===== src/rtl/spi_buffer_pkg.sv =====
// Shared constants and sizing helpers for the SPI receive buffer.
package spi_buffer_pkg;

  localparam int DEFAULT_DATA_WIDTH = 8;

  function automatic int cnt_width(input int w);
    return $clog2(w);
  endfunction

endpackage


===== src/rtl/spi_buffer.sv =====
// SPI-slave receive buffer: deserialises DI while CS is low and publishes
// each completed word on Buffer with a one-cycle Changed pulse.
module spi_buffer
  import spi_buffer_pkg::*;
#(
  parameter int DATA_WIDTH = DEFAULT_DATA_WIDTH,
  parameter bit LSB_FIRST  = 1'b1
) (
  input  logic                  CLK,
  input  logic                  RST,
  input  logic                  CS,
  input  logic                  DI,
  output logic [DATA_WIDTH-1:0] Buffer,
  output logic                  Changed
);

  localparam int            CW   = cnt_width(DATA_WIDTH);
  localparam logic [CW-1:0] LAST = CW'(DATA_WIDTH - 1);

  logic [CW-1:0]         cnt;
  logic [DATA_WIDTH-1:0] shift_reg;
  logic [DATA_WIDTH-1:0] shift_next;
  logic                  word_done;

  // shift_next already contains the current DI, so it is the full word on the last bit
  generate
    if (LSB_FIRST) begin : g_lsb
      assign shift_next = {DI, shift_reg[DATA_WIDTH-1:1]};
    end else begin : g_msb
      assign shift_next = {shift_reg[DATA_WIDTH-2:0], DI};
    end
  endgenerate

  assign word_done = !CS && (cnt == LAST);

  always_ff @(posedge CLK) begin
    if (RST || CS) begin
      cnt <= '0;
    end else if (word_done) begin
      cnt <= '0;
    end else begin
      cnt <= cnt + 1'b1;
    end
  end

  always_ff @(posedge CLK) begin
    if (RST || CS) begin
      shift_reg <= '0;
    end else begin
      shift_reg <= shift_next;
    end
  end

  always_ff @(posedge CLK) begin
    if (RST) begin
      Buffer  <= '0;
      Changed <= 1'b0;
    end else begin
      Changed <= word_done;
      if (word_done) begin
        Buffer <= shift_next;
      end
    end
  end

endmodule


===== config.mk =====
export PLATFORM = sky130hd
export DESIGN_NAME = spi_buffer
export DESIGN_NICKNAME = d
export VERILOG_FILES = /design/src/rtl/spi_buffer_pkg.sv /design/src/rtl/spi_buffer.sv
export SDC_FILE = /design/constraint.sdc
export NUM_CORES = 1
export LEC_CHECK = 0
export ABC_AREA = 1
export ABC_CLOCK_PERIOD_IN_PS = 2780
export CAP_MARGIN = 20
export CORE_UTILIZATION = 50
export DETAILED_ROUTE_END_ITERATION = 12
export PLACE_DENSITY = 0.79
export SKIP_LAST_GASP = 1
export SYNTH_ARGS = -nofsm -noshare
export SYNTH_HDL_FRONTEND = slang
export SYNTH_SLANG_ARGS = --single-unit
export TNS_END_PERCENT = 20

===== constraint.sdc =====
create_clock -name CLK -period 2.78 [get_ports CLK]
set_input_delay 0.556 -clock CLK [delete_from_list [all_inputs] [get_ports CLK]]
set_output_delay 0.556 -clock CLK [all_outputs]
set_load 0.02 [all_outputs]

==> out/metrics.cfg, run 1 <==
[cts]
cts_htree_levels=1
cts_setup_buffers=0
ctsResizeCount=0
cts_sinks=19
clockBufferDepth=2
cts_tree=built
cts_hold_buffers=0
clockRootBuffer=clkbuf_4
clkLatencyLatePin_ps=300
cts_made_buffers=3
path_clk_slew_ps=100

[die]
die_height_um=38.2
initial_core_util_pct=56.8
core_area_sq_um=1160
dieWidth_um=38.2
io_pins=13
rows=12
dieArea_sq_um=1460

[power_and_ir_drop]
p_leak_nw=0.324
p_sw_uw=92.7
clockPowerShare_pct=31.6
swShare_pct=21.7
seqPwrFrac_pct=64.3
peakVddDrop_v=0.000387
power.total_uw=428
power.internal_uw=335
comb_power_share_pct=4.2
power_density_nw_per_um2=528

[route]
vias=482
remaining_drc_errors=0
routed_via_density=4.38
antenna_left=0
first_pass_iters=4
drt-initial-drc-count=11
routedWlPerCell_um=8.84
totalWireLength_um=972

[finish]
fillers=105
utilization_pct=70.1
drive_gt1_share_pct=7.29
fin_nets=103
area.growth.synth_to_final_pct=23.4
diodes=0
largest_reg_flops=8

[status]
status=finished, final reports clean

[critical_path]
critPathLaunchType=flop
crit_family=buffers and inverters
max_stage_delay_ps=600
crit_slowest_cell=clkdlybuf4s50_1
worst_ep_arrival_time_ps=1250
cp_max_fo=2
cp.required_ps=2220
crit_chain=clkdlybuf4s50_1
timing.rr.start=cnt[0]
criticalPathCategory=reg2out
endpoint_kind=output pin
path_buf_inv=1
cp-startpoint=Buffer[7]

[grt]
grt_max_degree=12
grt_usage_pct=17.3
grt_first_pass_wirelength_um=1570
grt_pass1_vias=351
grt-ovfl-total=0
antenna_found_initial=0

[hold_path]
min_from=cnt[0]
hp-class=reg2reg

[synthesis]
avgSynthCellArea_sq_um=8.11
yosysWarnings=0
syn_nets=87
ys_ff_latch=19
netlist_area_sq_um=657
yosysSeqAreaShare_pct=57.9
synth_cells=81
yosysUniqueCellTypes=10

[sta]
period_minus_slack_ps=1810
tightest_slew_ps=287
whs_ps=424
rsz0062_at_grt=false
hold_viol=0
maxSlewHeadroom_pct=80.9
setup_viol=0
tns_ps=0
max_freq_mhz=553
fin_worst_skew_ps=0.943
fin_crit_sh_pct=65.0
drv_slew=0

[job]
drv_cap=0

[placed_design]
dpl.hpwl_um=736
numPortBuffers=12
gp_congestion=0.837

per-layer routing:
layer  routed length [um]  vias up  GRT usage [%]
li1                     -      270              -
met4                   15        0           8.04
met1                  484      200           20.7
met5                    0        -              0
met3                   58        2           10.5
met2                  413       10           24.2
logic make-up (layout without fill, tap and decap cells):
group	Yosys count	after routing	synth area share (%)
buf+inv	14	29	9.14
simple gates	46	46	29.1
fa+ha+maj	2	2	3.81
flops	19	19	57.9
Yosys cell counts:
cell      count  area share (%)
inv_1        10             5.7
ha_1          2             3.8
nor2_1       27              15
clkinv_1      1            0.57
dfxtp_1      19              58
nand2_1       9             5.1
inv_2         2             1.1
nor2_4        1             1.7
nand3_1       9             6.9
buf_6         1             1.7
through the flow:
stage | area [sq um] | std cells | setup WS [ps]
CTS | 811 | 110 | 958
global route | 811 | 110 | 920
finish | 811 | 110 | 973
global placement | 783 | 106 | 1090
floorplan | 657 | 81 | 1650
detailed placement | 783 | 106 | 1080
power groups by stage:
stage | sequential (mW) | clock [mW] | combinational, mW
floorplan | 0.281 | 0 | 0.0108
global placement | 0.281 | 0 | 0.0177
detailed placement | 0.281 | 0 | 0.0178
CTS | 0.275 | 0.141 | 0.0178
global route | 0.275 | 0.153 | 0.0205
finish | 0.275 | 0.135 | 0.0178
area by class of cell:
type | count | area (sq um) | share of cell area [%]
sequential | 19 | 380 | 46.9
clock buffer | 3 | 22.5 | 2.78
tap | 14 | 17.5 | 2.16
timing repair buffer | 12 | 120 | 14.8
clock inverter | 1 | 5.00 | 0.617
multi-input combinational | 48 | 216 | 26.7
inverter | 13 | 48.8 | 6.02
placed cells by master (no fill, tap or decap):
cell type and instances:
clkbuf_4 3, clkdlybuf4s50_1 12, clkinv_1 1, clkinv_2 1
dfxtp_1 19, ha_1 2, inv_1 10, inv_2 2
nand2_1 9, nand3_1 9, nor2_1 27, nor2_4 1
final timing paths:
kind	endpoint	slack [ps]	cells past startpoint
min reg2reg	cnt[0]	420	1
max	Buffer[7]	970	1
max reg2reg	Buffer[7]	1480	6
min	cnt[0]	420	1
No activity file was read; power rests on OpenSTA's default activity.
==> run 2: changes to the inputs <==
--- a/config.mk
+++ b/config.mk
@@ -6,11 +6,11 @@
 export NUM_CORES = 1
 export LEC_CHECK = 0
 export ABC_AREA = 1
-export ABC_CLOCK_PERIOD_IN_PS = 2780
+export ABC_CLOCK_PERIOD_IN_PS = 1500
 export CAP_MARGIN = 20
-export CORE_UTILIZATION = 50
+export CORE_UTILIZATION = 42
 export DETAILED_ROUTE_END_ITERATION = 12
-export PLACE_DENSITY = 0.79
+export PLACE_DENSITY = 0.71
 export SKIP_LAST_GASP = 1
 export SYNTH_ARGS = -nofsm -noshare
 export SYNTH_HDL_FRONTEND = slang
==> constraint.sdc (replaced) <==
create_clock -name CLK -period 1.5 [get_ports CLK]
set_input_delay 0.3 -clock CLK [delete_from_list [all_inputs] [get_ports CLK]]
set_output_delay 0.3 -clock CLK [all_outputs]
set_load 0.02 [all_outputs]
==> out/metrics.cfg, run 2 (synthesized netlist as in run 1, its figures left out) <==
[critical_path]
cp.required_ps=1200
crit_family=buffers and inverters
max_stage_delay_ps=600
criticalPathCategory=reg2out
cp_max_fo=2
path_buf_inv=1
critPathLaunchType=flop
worst_ep_arrival_time_ps=1230
crit_slowest_cell=clkdlybuf4s50_1
crit_chain=clkdlybuf4s50_1
endpoint_kind=output pin

[die]
rows=13
dieWidth_um=41.5
initial_core_util_pct=47.5
io_pins=13
core_area_sq_um=1380
die_height_um=41.5
dieArea_sq_um=1730

[sta]
max_freq_mhz=655
rsz0062_at_grt=true
hold_viol=0
whs_ps=428
drv_slew=0
maxSlewHeadroom_pct=84.0
fin_worst_skew_ps=0.717
period_minus_slack_ps=1530
fin_crit_sh_pct=102
setup_viol=6
tightest_slew_ps=240
fin_ws_ps=-26.0
tns_ps=-90.7

[cts]
cts_htree_levels=1
clockRootBuffer=clkbuf_4
cts_made_buffers=3
clockBufferDepth=2
cts_hold_buffers=0
cts_setup_buffers=0
cts_sinks=19
cts_tree=built
path_clk_slew_ps=90
clkLatencyLatePin_ps=280

[power_and_ir_drop]
power.internal_uw=627
power_density_nw_per_um2=949
comb_power_share_pct=4.6
p_leak_nw=0.355
seqPwrFrac_pct=65.0
clockPowerShare_pct=30.4
swShare_pct=20.2
peakVddDrop_v=0.000500
p_sw_uw=158

[finish]
utilization_pct=59.8
drive_gt1_share_pct=8.16
area.growth.synth_to_final_pct=25.9
largest_reg_flops=8
layout_commonest_cell=nor2_1
stdcell_area_sq_um=827
fillers=125
layout_common_cells=nor2_1 (27), dfxtp_1 (19), inv_1 (10), clkdlybuf4s50_1 (10)
diodes=0
fin_nets=105

[status]
status=finished with violations
violations=negative setup slack

[route]
totalWireLength_um=1050
first_pass_iters=4
vias=522
drt-initial-drc-count=19
antenna_left=0
remaining_drc_errors=0
routedWlPerCell_um=9.29
routed_via_density=4.62

[grt]
grt_first_pass_wirelength_um=1880
grt_pass1_vias=465
antenna_found_initial=0
grt_max_degree=11
grt-ovfl-total=0
grt_usage_pct=14.3

[job]
drv_cap=0

[placed_design]
dpl_cell_area_sq_um=800
gp_congestion=0.790
numPortBuffers=12
dpl.hpwl_um=805

[hold_path]
hp-class=reg2reg

## run 2: metrics by stage
step	setup WS, ps	power, mW	cells
2_1_floorplan	366	0.541	81
4_1_cts	-38.3	0.794	113
5_1_grt	-92.4	0.833	113
3_3_place_gp	134	0.557	109
3_5_place_dp	108	0.558	109
6_report	-26.0	0.785	113
## run 2: layer usage
layer	part of all wire, %	wire, um	vias up	GRT usage, %
met5	0	0	-	0
met4	1.0	11	0	7.74
met3	4.5	47	2	3.91
met2	49	516	14	22.5
met1	45	475	231	17.5
li1	-	-	275	-
## run 2: cell type report
| cell class | instances | area [sq um] | share of cell area, % |
|---|---|---|---|
| clock buffers | 4 | 26.3 | 3.18 |
| well taps | 15 | 18.8 | 2.27 |
| flip-flops and latches | 19 | 380 | 46.0 |
| repair buffers | 14 | 136 | 16.5 |
| multi-input cells | 48 | 216 | 26.2 |
| inverters | 13 | 48.8 | 5.90 |
## run 2: what timing repair did
| item | in CTS | in global routing |
|---|---|---|
| hold endpoints to repair | 0 | 0 |
| endpoints found under the setup margin | 8 | 8 |
| resized for setup | 1 | 1 |
## run 2: worst paths after layout
path / to / slack, ps / depth (start not counted) / startpoint
worst min register to register: cnt[0] / 430 / 1 / cnt[0]
worst min-delay path: cnt[0] / 430 / 1 / cnt[0]
worst max-delay path: Buffer[7] / -30 / 1 / Buffer[7]
worst max register to register: Buffer[5] / 330 / 6 / cnt[0]
## run 2: power by group through the flow
stage	logic, mW	registers, mW	clock network [mW]
finish	0.0361	0.510	0.239
global route	0.0411	0.511	0.281
CTS	0.0370	0.510	0.247
detailed placement	0.0366	0.522	0
global placement	0.0354	0.522	0
floorplan	0.0199	0.521	0
==> run 3: changes to the inputs <==
--- a/config.mk
+++ b/config.mk
@@ -8,9 +8,10 @@
 export ABC_AREA = 1
 export ABC_CLOCK_PERIOD_IN_PS = 1500
 export CAP_MARGIN = 20
-export CORE_UTILIZATION = 42
+export CORE_UTILIZATION = 50
 export DETAILED_ROUTE_END_ITERATION = 12
-export PLACE_DENSITY = 0.71
+export DONT_BUFFER_PORTS = 1
+export PLACE_DENSITY = 0.69
 export SKIP_LAST_GASP = 1
 export SYNTH_ARGS = -nofsm -noshare
 export SYNTH_HDL_FRONTEND = slang
==> out/metrics.cfg, run 3 (synthesized netlist as in run 1, its figures left out) <==
[sta]
hold_viol=0
maxSlewHeadroom_pct=83.1
drv_slew=0
period_minus_slack_ps=1220
fin_worst_skew_ps=2.93
tns_ps=0
fin_crit_sh_pct=81.5
rsz0062_at_grt=false
setup_viol=0
whs_ps=162
max_freq_mhz=818
tightest_slew_ps=253

[route]
remaining_drc_errors=0
totalWireLength_um=914
antenna_left=0
drt-initial-drc-count=8
first_pass_iters=4
vias=448
routed_via_density=4.57
routedWlPerCell_um=9.33

[finish]
stdcell_area_sq_um=692
drive_gt1_share_pct=8.33
fin_nets=91
area.growth.synth_to_final_pct=5.33
diodes=0
layout_commonest_cell=nor2_1
layout_common_cells=nor2_1 (27), dfxtp_1 (19), inv_1 (10)
utilization_pct=59.8
largest_reg_flops=8

[grt]
antenna_found_initial=0
grt_pass1_vias=337
grt-ovfl-total=0
grt_usage_pct=15.5
grt_first_pass_wirelength_um=1460
grt_max_degree=11

[placed_design]
gp_congestion=0.707
dpl_cell_area_sq_um=663
dpl.hpwl_um=673
numPortBuffers=0

[job]
drv_cap=0

[critical_path]
crit_slowest_cell=dfxtp_1
regToRegSetupSlack_ps=280
crit_chain=ha_1 -> ha_2 -> inv_2 -> nor2_4 -> nor2_1 -> nor2_1
cp.required_ps=1730
endpoint_kind=flop
cpMostUsedCell=nor2_1
max_stage_delay_ps=350
worst_ep_arrival_time_ps=1460
cp_max_fo=9
criticalPathCategory=reg2reg
critPathLaunchType=flop

[cts]
cts_htree_levels=1
clkLatencyLatePin_ps=290
cts_made_buffers=3
cts_setup_buffers=0
clockRootBuffer=clkbuf_4
cts_tree=built
cts_sinks=19
clockBufferDepth=2
path_clk_slew_ps=100

[die]
io_pins=13
core_area_sq_um=1160
rows=12
die_height_um=38.2
dieWidth_um=38.2
initial_core_util_pct=56.8
dieArea_sq_um=1460

[power_and_ir_drop]
comb_power_share_pct=3.1
swShare_pct=21.1
p_sw_uw=165
clockPowerShare_pct=31.9
peakVddDrop_v=0.000521
seqPwrFrac_pct=65.1
power.total_uw=784
p_leak_nw=0.276
power.internal_uw=619
power_density_nw_per_um2=1130

[status]
status=finished, final reports clean

[hold_path]
hp-class=in2reg

==> run 3: cell count changes in the layout (fill, tap and decap cells not counted), sizes merged <==
cell,change
buf,-2
clkdlybuf4s50,-10
dlygate4sd2,-1
dlymetal6s2s,-1
==> run 3: what timing repair did <==
item	4_1_cts	5_1_grt
endpoints found under the setup margin	0	1
hold buffers	0	0
gates resized for setup	0	1
==> run 3: final cells by class <==
| class | instances | area (sq um) |
|---|---|---|
| multi-input cells | 48 | 219 |
| clock buffers | 4 | 26.3 |
| inverters | 13 | 48.8 |
| well taps | 14 | 17.5 |
| flip-flops and latches | 19 | 380 |
| fillers | 100 | 464 |
==> run 3: metrics by stage <==
stage	cells	worst slack, ps
floorplan	81	366
global placement	94	262
detailed placement	94	200
CTS	98	179
global route	98	99.0
finish	98	277
==> run 3: path summary, 6_finish.rpt <==
| check | from | to | cells past startpoint |
|---|---|---|---|
| max | cnt[0] | Buffer[6] | 6 |
| max reg2reg | cnt[0] | Buffer[6] | 6 |
| min | DI | shift_reg[7] | 2 |
| min reg2reg | cnt[0] | cnt[0] | 1 |
==> run 3: critical path: cells and delay by family, from the launching register on <==
family / cells / cell delay (ps)
flops: 1 / 350
fa+ha+maj: 2 / 420
simple gates: 3 / 320
buf+inv: 1 / 80
==> run 3: power groups by stage <==
stage	clock network, mW	registers, mW	logic [mW]
after global placement	0	0.521	0.0244
after detailed placement	0	0.522	0.0244
after floorplan	0	0.521	0.0199
after CTS	0.258	0.510	0.0244
after global routing	0.283	0.511	0.0291
final	0.250	0.510	0.0241
==> run 3: layer usage <==
| layer | up-vias | wire [um] | global-route usage [%] |
|---|---|---|---|
| li1 | 248 | - | - |
| met1 | 186 | 490 | 19.2 |
| met2 | 12 | 378 | 22.0 |
| met3 | 2 | 34 | 4.07 |
| met4 | 0 | 11 | 13.4 |
| met5 | - | 0 | 0 |
